$ cat src/rtl/sar_logic_param_pkg.sv
// Shared types and sizing helpers for the SAR controller and its settle timer.
package sar_logic_param_pkg;

  typedef enum logic [1:0] {
    ST_IDLE   = 2'd0,
    ST_SETTLE = 2'd1,
    ST_DECIDE = 2'd2
  } sar_state_e;

  localparam int unsigned TIMER_W = 4;

  function automatic int unsigned sar_cw(input int unsigned n);
    return $clog2(n + 1);
  endfunction

endpackage

$ cat src/rtl/sar_logic_param_settle_timer.sv
// Loadable down-counter that paces DAC settling; o_zero_c flags expiry.
module sar_logic_param_settle_timer
  import sar_logic_param_pkg::*;
#(
  parameter int unsigned W = TIMER_W
) (
  input  logic         i_clk,
  input  logic         i_rest,
  input  logic         i_load,
  input  logic [W-1:0] i_reload,
  output logic         o_zero_c
);

  logic [W-1:0] r_cnt;

  always_ff @(posedge i_clk or posedge i_rest) begin
    if (i_rest) begin
      r_cnt <= '0;
    end else if (i_load) begin
      r_cnt <= i_reload;
    end else if (r_cnt != '0) begin
      r_cnt <= r_cnt - W'(1);
    end
  end

  assign o_zero_c = (r_cnt == '0);

endmodule

$ cat src/rtl/sar_logic_param.sv
// Successive-approximation controller: walks the DAC trial word MSB to LSB,
// keeping or clearing each bit from the comparator, and publishes the result.
module sar_logic_param
  import sar_logic_param_pkg::*;
#(
  parameter  int unsigned N        = 6,
  parameter  int unsigned SETTLE   = 0,
  parameter  int unsigned COMP_POL = 1,
  localparam int unsigned CW       = sar_cw(N)
) (
  input  logic          i_clk,
  input  logic          i_rest,
  input  logic          i_ena,
  input  logic          i_abort,
  input  logic          i_comp,
  output logic [N-1:0]  o_q,
  output logic [N-1:0]  o_dout,
  output logic [CW-1:0] o_count,
  output logic          o_busy,
  output logic          o_done
);

  localparam int unsigned KW         = $clog2(N);
  localparam logic        POL        = 1'(COMP_POL);
  localparam logic        USE_TIMER  = (SETTLE > 0);
  localparam int unsigned RELOAD     = (SETTLE > 0) ? SETTLE - 1 : 0;
  localparam sar_state_e  ST_PER_BIT = (SETTLE > 0) ? ST_SETTLE : ST_DECIDE;

  sar_state_e    r_state, w_state_nxt;
  logic [N-1:0]  r_q, w_q_nxt;
  logic [N-1:0]  r_dout, w_dout_nxt;
  logic [CW-1:0] r_count, w_count_nxt;
  logic [KW-1:0] r_k, w_k_nxt;
  logic          r_busy, w_busy_nxt;
  logic          r_done, w_done_nxt;
  logic          w_timer_load;
  logic          w_timer_zero;
  logic          w_kept;

  assign w_kept = i_comp ^ ~POL;

  // Loaded with SETTLE-1 so that the zero flag lands exactly SETTLE cycles later.
  sar_logic_param_settle_timer #(.W(TIMER_W)) u_settle_timer (
    .i_clk    (i_clk),
    .i_rest   (i_rest),
    .i_load   (w_timer_load & USE_TIMER),
    .i_reload (TIMER_W'(RELOAD)),
    .o_zero_c (w_timer_zero)
  );

  always_ff @(posedge i_clk or posedge i_rest) begin
    if (i_rest) begin
      r_state <= ST_IDLE;
      r_q     <= '0;
      r_dout  <= '0;
      r_count <= '0;
      r_k     <= '0;
      r_busy  <= 1'b0;
      r_done  <= 1'b0;
    end else begin
      r_state <= w_state_nxt;
      r_q     <= w_q_nxt;
      r_dout  <= w_dout_nxt;
      r_count <= w_count_nxt;
      r_k     <= w_k_nxt;
      r_busy  <= w_busy_nxt;
      r_done  <= w_done_nxt;
    end
  end

  always_comb begin
    w_state_nxt  = r_state;
    w_q_nxt      = r_q;
    w_dout_nxt   = r_dout;
    w_count_nxt  = r_count;
    w_k_nxt      = r_k;
    w_busy_nxt   = r_busy;
    w_done_nxt   = 1'b0;
    w_timer_load = 1'b0;

    case (r_state)
      ST_IDLE: begin
        if (i_ena && !i_abort) begin
          w_q_nxt        = '0;
          w_q_nxt[N-1]   = 1'b1;
          w_k_nxt        = KW'(N - 1);
          w_count_nxt    = '0;
          w_busy_nxt     = 1'b1;
          w_timer_load   = 1'b1;
          w_state_nxt    = ST_PER_BIT;
        end
      end
      ST_SETTLE: begin
        if (w_timer_zero) begin
          w_state_nxt = ST_DECIDE;
        end
      end
      ST_DECIDE: begin
        w_q_nxt[r_k] = w_kept;
        w_count_nxt  = r_count + CW'(1);
        if (r_k != '0) begin
          w_q_nxt[r_k - KW'(1)] = 1'b1;
          w_k_nxt               = r_k - KW'(1);
          w_timer_load          = 1'b1;
          w_state_nxt           = ST_PER_BIT;
        end else begin
          w_dout_nxt  = w_q_nxt;
          w_done_nxt  = 1'b1;
          w_busy_nxt  = 1'b0;
          w_q_nxt     = '0;
          w_state_nxt = ST_IDLE;
        end
      end
      default: begin
        w_state_nxt = ST_IDLE;
      end
    endcase

    // Abort wins over any in-flight decision and never produces a result.
    if (i_abort && r_state != ST_IDLE) begin
      w_state_nxt  = ST_IDLE;
      w_q_nxt      = '0;
      w_count_nxt  = '0;
      w_busy_nxt   = 1'b0;
      w_done_nxt   = 1'b0;
      w_dout_nxt   = r_dout;
      w_timer_load = 1'b0;
    end
  end

  assign o_q     = r_q;
  assign o_dout  = r_dout;
  assign o_count = r_count;
  assign o_busy  = r_busy;
  assign o_done  = r_done;

endmodule

$ cat config.mk
export PLATFORM = sky130hd
export DESIGN_NAME = sar_logic_param
export DESIGN_NICKNAME = d
export VERILOG_FILES = /design/src/rtl/sar_logic_param_pkg.sv /design/src/rtl/sar_logic_param_settle_timer.sv /design/src/rtl/sar_logic_param.sv
export SDC_FILE = /design/constraint.sdc
export NUM_CORES = 1
export LEC_CHECK = 0
export CORE_MARGIN = 4
export CORE_UTILIZATION = 40
export DETAILED_ROUTE_END_ITERATION = 8
export PLACE_DENSITY = 0.74
export RECOVER_POWER = 25
export REMOVE_ABC_BUFFERS = 1
export SYNTH_ARGS = -nofsm -noshare
export SYNTH_HDL_FRONTEND = slang
export SYNTH_HIERARCHICAL = 1
export SYNTH_SLANG_ARGS = --single-unit
$ cat constraint.sdc
create_clock -name i_clk -period 2.12 [get_ports i_clk]
set_input_delay 0.636 -clock i_clk [delete_from_list [all_inputs] [get_ports i_clk]]
set_output_delay 0.636 -clock i_clk [all_outputs]
set_load 0.1 [all_outputs]
==> metrics.cfg <==
[clocking]
cts.clk_slew.worst_paths_ps=120
clock-sinks=21
cts.hold.buffers_added=0
h-tree-depth=1
cts_inserted_buffers=3
post_cts_resized=0
root_buffer=clkbuf_4
clock_latency_ps=300
cts_tree=yes
cts_setup_buffers=0
clk_path_buf_depth=2

[sta]
rsz0062_at_grt=no
min_period_ps=1750
timing.max_slew.rel_slack=0.270
fin_skew_ps=9.10
slew_viol_final=0
fin_setup_tns_ps=0
final_hold_viol_count=0
min_period_over_period=0.825
setup_viol=0
tightest_slew_ps=1100
max_clock_freq_mhz=572

[cells_and_area]
antenna_cells=0
drive_gt1_frac=0.256
fill_cells=238
area_growth_pct=36.9
fin_nets=142

[logic_synthesis]
synth_cell_types=37
netlist_area_mm2=0.00117
synth-seq-cells=21
yosysTopAreaCell=dfrtp_1
synth-edff-count=0
synth_flop_cell=dfrtp_1
synth_cells=110
yosysSeqAreaShare=0.449
synth_warnings=6
syn_area_per_cell_um2=10.6
async_reset_ff_frac=1.00
netlist_top_cells_count=dfrtp_1, mux2i_1, a21oi_1, o211ai_1
synth.area.top_cells=dfrtp_1, mux2i_1, o211ai_1, buf_4, ha_1
synth_top_area_frac=0.449
synth.most_common_cell=dfrtp_1

[grt]
grt_pass1_vias=1002
grt_pass1_wl_um=4640
grt_start_max_net_pins=22
gr-total-overflow=0
antenna_found_initial=0
grt_use_total=0.164

[critical_path]
worstSetupStartpointType=input port
worstSetupPathType=in -> reg
startpoint=i_abort
cp.depth=4
path_cells=clkdlybuf4s50_1, nand2b_1, a32oi_1, a311oi_2
rrSetupSlack_ps=400
cp.buffers_inverters=1
r2r-end=r_k[1]
crit_path_max_fanout=7
crit_end=o_q[4]
crit_family=buffers and inverters
critPathCaptureType=register
worst_r2r_path_depth=5
reg2reg_from=r_k[1]
critPathSlowestCell=clkdlybuf4s50_1
arrival_ps=1960
slowest_delay_ps=580
cp.required_ps=2330

[floorplan]
start_util=0.421
die_area_mm2=0.00385
row_count=19
die_x_um=62.1
die_height_um=62.1
io_pins=22
core_area_mm2=0.00278

[hold_path]
hp-start=o_dout[2]
hp-class=reg -> reg

[route]
viasPerCell=5.82
drc=0
drtAntennaViolNets=0
met3_length_um=94
avgRoutedWirePerCell_um=17.0
wl_met1_um=1170
num_vias=955
top_layer=met4
drt_iter0_markers=26
wl_met2_um=1480
routed_wl_um=2790
firstDrtPassIters=4

[outcome]
outcome=complete, no violations

[placed_design]
place.gp.congestion=0.950
hpwlAfterDp_um=2140
port_buffers=21

[run]
drv_cap=0

-- how the worst min path moves through the flow --
stage | to | slack (ps) | cells past startpoint
after floorplan | r_k[0] | 560 | 1
after global placement | o_dout[4] | 560 | 1
after detailed placement | o_count[0] | 570 | 1
after CTS | o_count[0] | 600 | 1
after global routing | o_busy | 630 | 2
final | o_dout[2] | 610 | 2
-- routing by layer --
| layer | track usage | vias up |
|---|---|---|
| met5 | 0 | - |
| met3 | 0.0207 | 4 |
| li1 | - | 444 |
| met4 | 0.0727 | 0 |
| met1 | 0.203 | 480 |
| met2 | 0.283 | 27 |
-- area by class of cell --
cell class              instances  area (um2)  share of cell area
repair buffers                 28         429               0.268
clock buffers                   3        22.5              0.0141
clock inverters                 1        5.00             0.00312
multi-input cells              75         562               0.351
well taps                      31        38.8              0.0242
flip-flops and latches         21         526               0.328
inverters                       5        18.8              0.0117
-- through the flow --
stage,instances,util,cell area [um2],hold WS [ps],setup WS [ps]
after floorplan,101,-,1110,556,401
after global placement,160,0.567,1580,563,175
after detailed placement,160,0.567,1580,573,64.3
after CTS,164,0.577,1610,600,388
after global routing,164,0.576,1600,634,267
final,164,0.576,1600,609,371
-- worst register-to-register path: stages, from the launching register on --
cell and delay, ps:
dfrtp_1 540, inv_1 140, ha_1 260, nand2b_1 270, mux2i_1 270, o22ai_1 120
-- logic make-up (layout without fill, tap and decap cells) --
group | Yosys count | count (layout) | share of synthesized area
AO/OA/AOI/OAI | 27 | 27 | 0.167
XOR/XNOR | 3 | 3 | 0.0289
adder cells (fa/ha/maj) | 3 | 3 | 0.0321
buffers and inverters | 14 | 37 | 0.0706
flip-flops | 21 | 21 | 0.449
multiplexers | 8 | 8 | 0.0695
AND/OR/NAND/NOR | 34 | 34 | 0.183
-- sequential cells by signal (all words and copies together) (netlist names) --
signal,count
o_dout,6
r_k,3
o_done,1
o_q,6
r_state,1
o_busy,1
o_count,3
-- cell usage in the layout (no fill, tap or decap), types with 2 or more instances in the layout --
cell | Yosys | final
nor2_1 | 5 | 5
nand2_1 | 5 | 5
buf_4 | 5 | 6
clkdlybuf4s50_1 | 0 | 4
nor2b_1 | 4 | 4
inv_1 | 5 | 5
ha_1 | 3 | 3
nand3_1 | 5 | 5
o211ai_1 | 6 | 6
a21oi_1 | 6 | 6
nand2b_1 | 2 | 2
nand3b_1 | 3 | 3
nor3_2 | 2 | 2
nor3b_2 | 2 | 2
o22ai_1 | 2 | 2
buf_12 | 0 | 17
mux2i_1 | 7 | 7
o2111ai_1 | 3 | 3
clkbuf_4 | 0 | 3
o21ai_0 | 3 | 3
dfrtp_1 | 21 | 21
Power is left out: the tool's default activity adds up to more than one toggle a clock period on the data nets, which glitch-free logic cannot reach.
